## src/rtl/lsu_pkg.sv

```systemverilog
// Shared encodings for the load/store controller: access types, error codes,
// controller state and the wait-counter width.
package lsu_pkg;

    localparam logic [1:0] RW_BYTE     = 2'b00;
    localparam logic [1:0] RW_HALF     = 2'b01;
    localparam logic [1:0] RW_WORD     = 2'b10;
    localparam int         RW_UNSIGNED = 2;

    localparam logic [1:0] ERR_OK       = 2'b00;
    localparam logic [1:0] ERR_MISALIGN = 2'b01;
    localparam logic [1:0] ERR_RANGE    = 2'b10;
    localparam logic [1:0] ERR_TYPE     = 2'b11;

    localparam int CNT_W = 4;

    typedef enum logic [1:0] {
        ST_IDLE   = 2'b00,
        ST_ACCESS = 2'b01,
        ST_RESP   = 2'b10
    } lsu_state_e;

    function automatic logic [2:0] rw_size(input logic [1:0] size_code);
        case (size_code)
            RW_BYTE: rw_size = 3'd1;
            RW_HALF: rw_size = 3'd2;
            default: rw_size = 3'd4;
        endcase
    endfunction

endpackage

```

## src/rtl/lsu_req_chk.sv

```systemverilog
// Combinational request checker: classifies (wr, type, addr) into an error code
// with priority illegal type > misaligned > out of range.
module lsu_req_chk
    import lsu_pkg::*;
#(
    parameter logic [31:0] MEM_BASE  = 32'h8000_0000,
    parameter int unsigned MEM_BYTES = 32768
) (
    input  logic        wr,
    input  logic [2:0]  rw_type,
    input  logic [31:0] addr,
    output logic [1:0]  err
);

    logic        illegal;
    logic        misaligned;
    logic        out_of_range;
    logic [32:0] last_addr;
    logic [32:0] limit;

    always_comb begin
        illegal    = (rw_type[1:0] == 2'b11) || (wr && rw_type[RW_UNSIGNED]);
        misaligned = ((rw_type[1:0] == RW_HALF) && addr[0]) ||
                     ((rw_type[1:0] == RW_WORD) && (addr[1:0] != 2'b00));
        // 33-bit sum so an access near 2^32 cannot wrap back into range.
        last_addr    = {1'b0, addr} + {30'd0, rw_size(rw_type[1:0])} - 33'd1;
        limit        = {1'b0, MEM_BASE} + 33'(MEM_BYTES);
        out_of_range = (addr < MEM_BASE) || (last_addr >= limit);

        if (illegal)           err = ERR_TYPE;
        else if (misaligned)   err = ERR_MISALIGN;
        else if (out_of_range) err = ERR_RANGE;
        else                   err = ERR_OK;
    end

endmodule

```

## src/rtl/lsu_ctrl.sv

```systemverilog
// Load/store controller: accepts one request per handshake, drives the mem_ddr
// data port for WAIT_CYCLES cycles, then holds a registered response until taken.
module lsu_ctrl
    import lsu_pkg::*;
#(
    parameter int unsigned WAIT_CYCLES = 1,
    parameter logic [31:0] MEM_BASE    = 32'h8000_0000,
    parameter int unsigned MEM_BYTES   = 32768
) (
    input  logic        clk,
    input  logic        rstn,
    input  logic        req_valid,
    output logic        req_ready,
    input  logic        req_wr,
    input  logic [2:0]  req_type,
    input  logic [31:0] req_addr,
    input  logic [31:0] req_wdata,
    output logic        resp_valid,
    input  logic        resp_ready,
    output logic [31:0] resp_rdata,
    output logic [1:0]  resp_err,
    output logic        mem_wr_en,
    output logic [2:0]  mem_rw_type,
    output logic [31:0] mem_data_addr,
    output logic [31:0] mem_data_in,
    input  logic [31:0] mem_data_out,
    output lsu_state_e  dbg_state
);

    // Handshakes: a transfer happens on a rising edge where valid & ready are both
    // high; valid never depends on ready, and payload is stable while valid waits.

    lsu_state_e       state_q, state_d;
    logic [CNT_W-1:0] cnt_q, cnt_d;
    logic             first_q, first_d;
    logic             wr_q, wr_d;
    logic [2:0]       type_q, type_d;
    logic [31:0]      addr_q, addr_d;
    logic [31:0]      wdata_q, wdata_d;
    logic             resp_valid_q, resp_valid_d;
    logic [31:0]      resp_rdata_q, resp_rdata_d;
    logic [1:0]       resp_err_q, resp_err_d;
    logic [1:0]       chk_err;

    lsu_req_chk #(
        .MEM_BASE  (MEM_BASE),
        .MEM_BYTES (MEM_BYTES)
    ) u_chk (
        .wr      (req_wr),
        .rw_type (req_type),
        .addr    (req_addr),
        .err     (chk_err)
    );

    always_comb begin
        state_d      = state_q;
        cnt_d        = cnt_q;
        first_d      = first_q;
        wr_d         = wr_q;
        type_d       = type_q;
        addr_d       = addr_q;
        wdata_d      = wdata_q;
        resp_valid_d = resp_valid_q;
        resp_rdata_d = resp_rdata_q;
        resp_err_d   = resp_err_q;
        case (state_q)
            ST_IDLE: begin
                if (req_valid) begin
                    wr_d    = req_wr;
                    type_d  = req_type;
                    addr_d  = req_addr;
                    wdata_d = req_wdata;
                    if (chk_err != ERR_OK) begin
                        state_d      = ST_RESP;
                        resp_valid_d = 1'b1;
                        resp_rdata_d = 32'd0;
                        resp_err_d   = chk_err;
                    end else begin
                        state_d = ST_ACCESS;
                        cnt_d   = CNT_W'(WAIT_CYCLES - 1);
                        first_d = 1'b1;
                    end
                end
            end
            ST_ACCESS: begin
                first_d = 1'b0;
                if (cnt_q == '0) begin
                    state_d      = ST_RESP;
                    resp_valid_d = 1'b1;
                    resp_rdata_d = wr_q ? 32'd0 : mem_data_out;
                    resp_err_d   = ERR_OK;
                end else begin
                    cnt_d = cnt_q - CNT_W'(1);
                end
            end
            ST_RESP: begin
                if (resp_ready) begin
                    state_d      = ST_IDLE;
                    resp_valid_d = 1'b0;
                end
            end
            default: state_d = ST_IDLE;
        endcase
    end

    always_ff @(posedge clk) begin
        if (!rstn) begin
            state_q      <= ST_IDLE;
            cnt_q        <= '0;
            first_q      <= 1'b0;
            wr_q         <= 1'b0;
            type_q       <= 3'd0;
            addr_q       <= 32'd0;
            wdata_q      <= 32'd0;
            resp_valid_q <= 1'b0;
            resp_rdata_q <= 32'd0;
            resp_err_q   <= 2'd0;
        end else begin
            state_q      <= state_d;
            cnt_q        <= cnt_d;
            first_q      <= first_d;
            wr_q         <= wr_d;
            type_q       <= type_d;
            addr_q       <= addr_d;
            wdata_q      <= wdata_d;
            resp_valid_q <= resp_valid_d;
            resp_rdata_q <= resp_rdata_d;
            resp_err_q   <= resp_err_d;
        end
    end

    // rstn gating keeps a store from committing on an edge that samples reset.
    assign mem_wr_en     = wr_q & first_q & (state_q == ST_ACCESS) & rstn;
    assign mem_rw_type   = type_q;
    assign mem_data_addr = addr_q;
    assign mem_data_in   = wdata_q;
    assign req_ready     = (state_q == ST_IDLE);
    assign resp_valid    = resp_valid_q;
    assign resp_rdata    = resp_rdata_q;
    assign resp_err      = resp_err_q;
    assign dbg_state     = state_q;

endmodule
```

## config.mk

```make
export PLATFORM = sky130hd
export DESIGN_NAME = lsu_ctrl
export DESIGN_NICKNAME = d
export VERILOG_FILES = /design/src/rtl/lsu_pkg.sv /design/src/rtl/lsu_req_chk.sv /design/src/rtl/lsu_ctrl.sv
export SDC_FILE = /design/constraint.sdc
export NUM_CORES = 1
export LEC_CHECK = 0
export CAP_MARGIN = 20
export CORE_UTILIZATION = 49
export DETAILED_ROUTE_END_ITERATION = 6
export GPL_ROUTABILITY_DRIVEN = 0
export MAX_ROUTING_LAYER = met4
export PLACE_DENSITY = 0.87
export SYNTH_ARGS = -nofsm -noshare
export SYNTH_HDL_FRONTEND = slang
export SYNTH_SLANG_ARGS = --single-unit
```

## constraint.sdc

```tcl
create_clock -name clk -period 7 [get_ports clk]
set_input_delay 1.4 -clock clk [delete_from_list [all_inputs] [get_ports clk]]
set_output_delay 1.4 -clock clk [all_outputs]
set_load 0.05 [all_outputs]
```

# == Word-level counts from Yosys, hierarchy flattened ==
# Cells that the tools add are included.
# word_totals
reg_bits,110
inputBits,104
output_inout_bits,106
wordCells,78
# op_classes
n_addsub,3
magnitude_cmp,2
eq_ne,11
mux,30
bitwise_logic,3
reduce_logical,19
# ops
cell,count
$mux 32,4
$pmux 32 s2,1
$add 32x3->33,1
$ge 33x32->1 const B,1
$sub 33x1->33 const B,1
$lt 32x32->1 const B,1
$mux 2,10
$mux 4,3
$ne 2x2->1 const B,5
$pmux 4 s2,1
$reduce_and 4->1,2
$eq 2x2->1 const B,3
$mux 1,6
$pmux 2 s3,1
$pmux 3 s2,1
$reduce_and 3->1,2
$reduce_bool 2->1,3
$reduce_and 5->1,1
$eq 2x1->1 const B,2
$logic_not 2->1,2
$logic_not 4->1,1
$pmux 2 s2,1
$sub 4x1->4 const B,1
$and 1x1->1,3
other kinds (7),11

# == Longest topological paths before layout ==
# depth
depth_word,13
depth_mapped,19
depth_no_buf,18

# == Cells and area by module ==
# From an unflattened synthesis, not the netlist that was laid out.
# unflattened
cells_unflattened,810
hier_area_um2,6439.9
# by_module_without_submodules
mod,n_inst,cells_each,area_per_inst_um2,seq_area_each_um2
lsu_ctrl,1,504,4367.9,2202.1
lsu_req_chk,1,306,2072.0,0.0

# == Least setup slack after synthesis ==
# OpenSTA, ideal clock, no wires.
# synth_timing
path_type,input port to flip-flop
start,input port req_type[1]
end,register state_q[1] (netlist: dbg_state[1])
setup_time_ps,120
arrival_time_ps,4498
t_required_ps,6880
setup_slack_ps,2382
path_stages,18
n_path_buf,0
cell_sequence,inv_1 -> nand2_1 -> ha_1 -> inv_1 -> ha_1 -> inv_1 -> fa_1 -> nand2b_1 -> a21oi_1 -> o21a_1 -> o31ai_2 -> and3_1 -> a2111oi_2 -> nand4_1 -> or3b_1 -> nand2_2 -> a21oi_1 -> o31a_1
# synth_via
elab_chain_len,13
elab_cells_between_ends,20
cone_classes,add/sub (2); order compare (1); eq/ne (3); mux (7); reduce/logical (7)
# synth_rtl
item,line,text
"start, declared",lsu_ctrl.sv:15,"input logic [2:0] req_type,"
$eq 2x1->1 or $logic_not 2->1 (tied branches),"lsu_pkg.sv:24, lsu_req_chk.sv:23",
$pmux 3 s2,lsu_pkg.sv:24,case (size_code)
$add 32x3->33,lsu_req_chk.sv:26,"last_addr = {1'b0, addr} + {30'd0, rw_size(rw_type[1:0])} - 33'd1;"
$sub 33x1->33,lsu_req_chk.sv:26,
$ge 33x32->1,lsu_req_chk.sv:28,out_of_range = (addr < MEM_BASE) || (last_addr >= limit);
$logic_or 1x1->1,lsu_req_chk.sv:28,
$mux 2,lsu_req_chk.sv:32,else if (out_of_range) err = ERR_RANGE;
$mux 2,lsu_req_chk.sv:31,else if (misaligned) err = ERR_MISALIGN;
$mux 2 *,lsu_req_chk.sv:30,if (illegal) err = ERR_TYPE;
$reduce_bool 2->1 *,lsu_ctrl.sv:73,if (chk_err != ERR_OK) begin
$mux 2 *,lsu_ctrl.sv:73,
$mux 2 *,lsu_ctrl.sv:68,if (req_valid) begin
$pmux 2 s3 *,lsu_ctrl.sv:66,case (state_q)
"end signal, assigned",lsu_ctrl.sv:119,state_q <= state_d;
"end, declared",lsu_ctrl.sv:33,"lsu_state_e state_q, state_d;"
# Every way passes the cells marked *; elsewhere a longest branch is shown, timed or not. The select of a mux whose other input is x is not followed.
# A chain may end at the register's enable or synchronous reset.

# == Worst setup path in the final report ==
# layout_timing
start,input port req_type[1]
end,register resp_rdata_q[22] (netlist: resp_rdata[22])
# layout_via
elab_chain_len,12
elab_cells_between_ends,19
cone_classes,add/sub (2); order compare (1); eq/ne (4); mux (4); reduce/logical (8)
# layout_rtl
item,line,text
$eq 2x1->1 or $logic_not 2->1 (tied branches),"lsu_pkg.sv:24, lsu_req_chk.sv:23",
$pmux 3 s2,lsu_pkg.sv:24,
$add 32x3->33,lsu_req_chk.sv:26,
$sub 33x1->33,lsu_req_chk.sv:26,
$ge 33x32->1,lsu_req_chk.sv:28,
$logic_or 1x1->1,lsu_req_chk.sv:28,
$mux 2,lsu_req_chk.sv:32,
$mux 2,lsu_req_chk.sv:31,
$mux 2 *,lsu_req_chk.sv:30,
$reduce_bool 2->1 *,lsu_ctrl.sv:73,
$ne 2x1->1 (no line) *,-,
$reduce_and 4->1 (no line) *,-,
"end signal, assigned",lsu_ctrl.sv:127,resp_rdata_q <= resp_rdata_d;
"end, declared",lsu_ctrl.sv:41,"logic [31:0] resp_rdata_q, resp_rdata_d;"
# Every way passes the cells marked *; elsewhere a longest branch is shown, timed or not.

==> impl_metrics.env <==
export IMPL_cpMostUsedCell="inv_1"
export IMPL_cp_start_kind="primary input"
export IMPL_fin_hold_ws_ns=0.455
export IMPL_worstReg2RegStart="cnt_q[1]"
export IMPL_std_cell_rows=39
export IMPL_critPathKind="in -> reg"
export IMPL_fmax_mhz=186
export IMPL_max_slew_margin_pct=46.8
export IMPL_ctsHoldBuffers=0
export IMPL_wl_per_cell_um=15.3
export IMPL_synth_seq_cells=110
export IMPL_antenna_found_initial=0
export IMPL_power_density_cell_area_nw_per_um2=204
export IMPL_portBuffers=209
export IMPL_worstPathMaxFanout=32
export IMPL_setup_violations=0
export IMPL_grt_max_degree=74
export IMPL_grt_pass1_wl_mm=27.2
export IMPL_ios=210
export IMPL_routed_wl_mm=16.3
export IMPL_crit_arrival_ns=5.67
export IMPL_dieHeight_um=111
export IMPL_viasPerCell=5.52
export IMPL_initial_utilization_pct=50.3
export IMPL_synth_nets=871
export IMPL_slowest_delay_ns=0.61
export IMPL_crit_chain="clkdlybuf4s50_1, inv_1, nand2_1, ha_1, inv_1, ha_1, inv_1, fa_1, nand2b_1, a21oi_1, o21a_1, o31ai_2, and3_1, a2111oi_2, nand4_1, nand4bb_1, nand4b_2, a31o_2, a22o_1"
export IMPL_clk_path_buf_depth=2
export IMPL_hpwl_mm=11.8
export IMPL_hold_path_class="reg -> reg"
export IMPL_vias=5876
export IMPL_antennaDiodeCount=0
export IMPL_first_iter_violations=500
export IMPL_coreArea_um2=11500
export IMPL_cap_violations=0
export IMPL_track_usage_pct=27.9
export IMPL_layout_worst_path_cycle_share_pct=76.8
export IMPL_floorplan_die_area_um2=12200
export IMPL_worstMarginPinSlew_ns=0.799
export IMPL_postSynthAreaPerCell_um2=7.91
export IMPL_synth_edf_count=0
export IMPL_finalNetCount=1058
export IMPL_status="finished clean"
export IMPL_ys_seq_area_share_pct=38.1
export IMPL_rsz0062_at_grt="no"
export IMPL_syn_inst=730
export IMPL_path_clk_slew_ns=0.07
export IMPL_fill_cells=935
export IMPL_ys_async_sr_fraction_pct=0
export IMPL_clock_skew_ns=0.00590
export IMPL_cts_max_level=3
export IMPL_synthFlopType="dfxtp_1"
export IMPL_cts_setup_buffers=0
export IMPL_numCtsBuffers=9
export IMPL_ant_nets=0
export IMPL_area_growth_pct=42.3
export IMPL_fin_setup_tns_ns=0
export IMPL_tritoncts="built"
export IMPL_max_vdd_ir_drop_uv=214
export IMPL_syn_area_um2=5770
export IMPL_grt_overflow_total=0
export IMPL_drive_gt1_share_pct=4.34
export IMPL_startpoint="req_type[1]"
export IMPL_cts_sinks=110
export IMPL_worstSetupEndpointType="register"
export IMPL_grt_pass1_vias=5562
export IMPL_period_minus_slack_ns=5.38
export IMPL_p_leak_uw=0.00325
export IMPL_hp_start="mem_data_in[4]"
export IMPL_hold_violations=0
export IMPL_synth_warnings=0
export IMPL_critPathRequiredTime_ns=7.29
export IMPL_root_buffer="clkbuf_16"
export IMPL_drc=0
export IMPL_clk_latency_ns=0.35
export IMPL_critPathSlowestCell="a31o_2"
export IMPL_die_w_um=111
export IMPL_ys_types=77
export IMPL_dr_pass1_iters=5
export IMPL_post_cts_resized=0
export IMPL_drv_slew=0
[layout by cell type, fill, tap and decap left out, drive strengths merged, types with 3 or more instances in the layout]
master / n
clkdlybuf4s50: 209
nand2: 177
dfxtp: 110
a21oi: 105
inv: 53
ha: 36
a22o: 32
o21ai: 29
nor2: 28
nor3: 15
clkbuf: 9
nand4: 9
a211oi: 7
and2: 6
o211ai: 5
o21a: 5
or3: 5
nand2b: 4
xor2: 4
buf: 4
a21o: 3
o21bai: 3
o22ai: 3
a41oi: 3
o31ai: 3
clkinv: 3
nor4: 3
a2111oi: 3
[cell usage after synthesis (all sizes together) (5+ instances only)]
| library cell | instances | area (um2) |
|---|---|---|
| o21a | 5 | 37.5 |
| a22o | 32 | 280 |
| inv | 51 | 191 |
| o211ai | 5 | 37.5 |
| o21ai | 29 | 149 |
| clkbuf | 24 | 90.1 |
| ha | 36 | 450 |
| buf | 13 | 91.3 |
| nand4 | 9 | 62.6 |
| a21oi | 105 | 529 |
| nor2 | 28 | 105 |
| and2 | 6 | 37.5 |
| or3 | 5 | 31.3 |
| a211oi | 7 | 75.1 |
| nand2 | 177 | 667 |
| dfxtp | 110 | 2200 |
| nor3 | 15 | 75.1 |
[final cells by class]
cell class              instances  area, um2  share of cell area (%)
clock inverters                 7       91.3                    1.11
inverters                      51        191                    2.33
flip-flops and latches        110       2200                    26.8
clock buffers                   9        225                    2.74
multi-input cells             532       3200                    39.0
repair buffers                213       2120                    25.8
well taps                     143        179                    2.18
[metrics by stage]
stage / area (um2) / power, uW / utilization (%) / setup slack (ns) / instances
after floorplan: 5770 / 982 / - / 2.38 / 730
after global placement: 7900 / 1140 / 68.9 / 1.46 / 1049
after detailed placement: 7900 / 1150 / 68.9 / 1.31 / 1049
after CTS: 8210 / 1680 / 71.6 / 1.66 / 1065
after global routing: 8210 / 1750 / 71.6 / 1.32 / 1065
final: 8210 / 1680 / 71.6 / 1.62 / 1065
[sequential cells by signal, summed over array words and instances (netlist names)]
name	cells
dbg_state	2
resp_rdata	32
resp_valid	1
wr_q	1
cnt_q	4
mem_data_addr	32
mem_rw_type	3
mem_data_in	32
resp_err	2
first_q	1
[power breakdown]
group	internal, uW	leakage [uW]	switching [uW]
sequential	654	0.000898	15.8
combinational	183	0.00220	287
clock	286	0.000151	251
total	1120	0.00325	555
[worst max-delay path, delay by kind of cell]
kind,cells,cell delay (ns)
buf+inv,4,0.74
compound gates,6,1.71
simple gates,6,1.01
fa+ha+maj,3,0.81
[per-layer routing]
metal | GRT usage [%] | vias to the layer above | part of all wire, %
met2 | 45.1 | 211 | 48
met4 | 9.42 | 0 | 2.2
met1 | 34.9 | 2723 | 44
met3 | 5.43 | 27 | 6.0
li1 | - | 2915 | -
met5 | - | - | 0
[cells by family after synthesis]
family / share of synthesized area (%)
buffers and inverters: 6.46
AOI/OAI and AO/OA: 25.5
and+or+nand+nor: 20.7
DFF: 38.1
adders and majority gates: 8.15
muxes: 0.368
xor gates and xnor gates: 0.759
[path summary, 6_finish.rpt]
check	depth (start not counted)	slack [ns]	end
worst max register to register	7	4.93	resp_rdata[22]
worst min-delay path	2	0.45	mem_data_in[4]
worst min register to register	2	0.45	mem_data_in[4]
worst max-delay path	19	1.62	resp_rdata[22]
(Power assumes the default switching activity.)
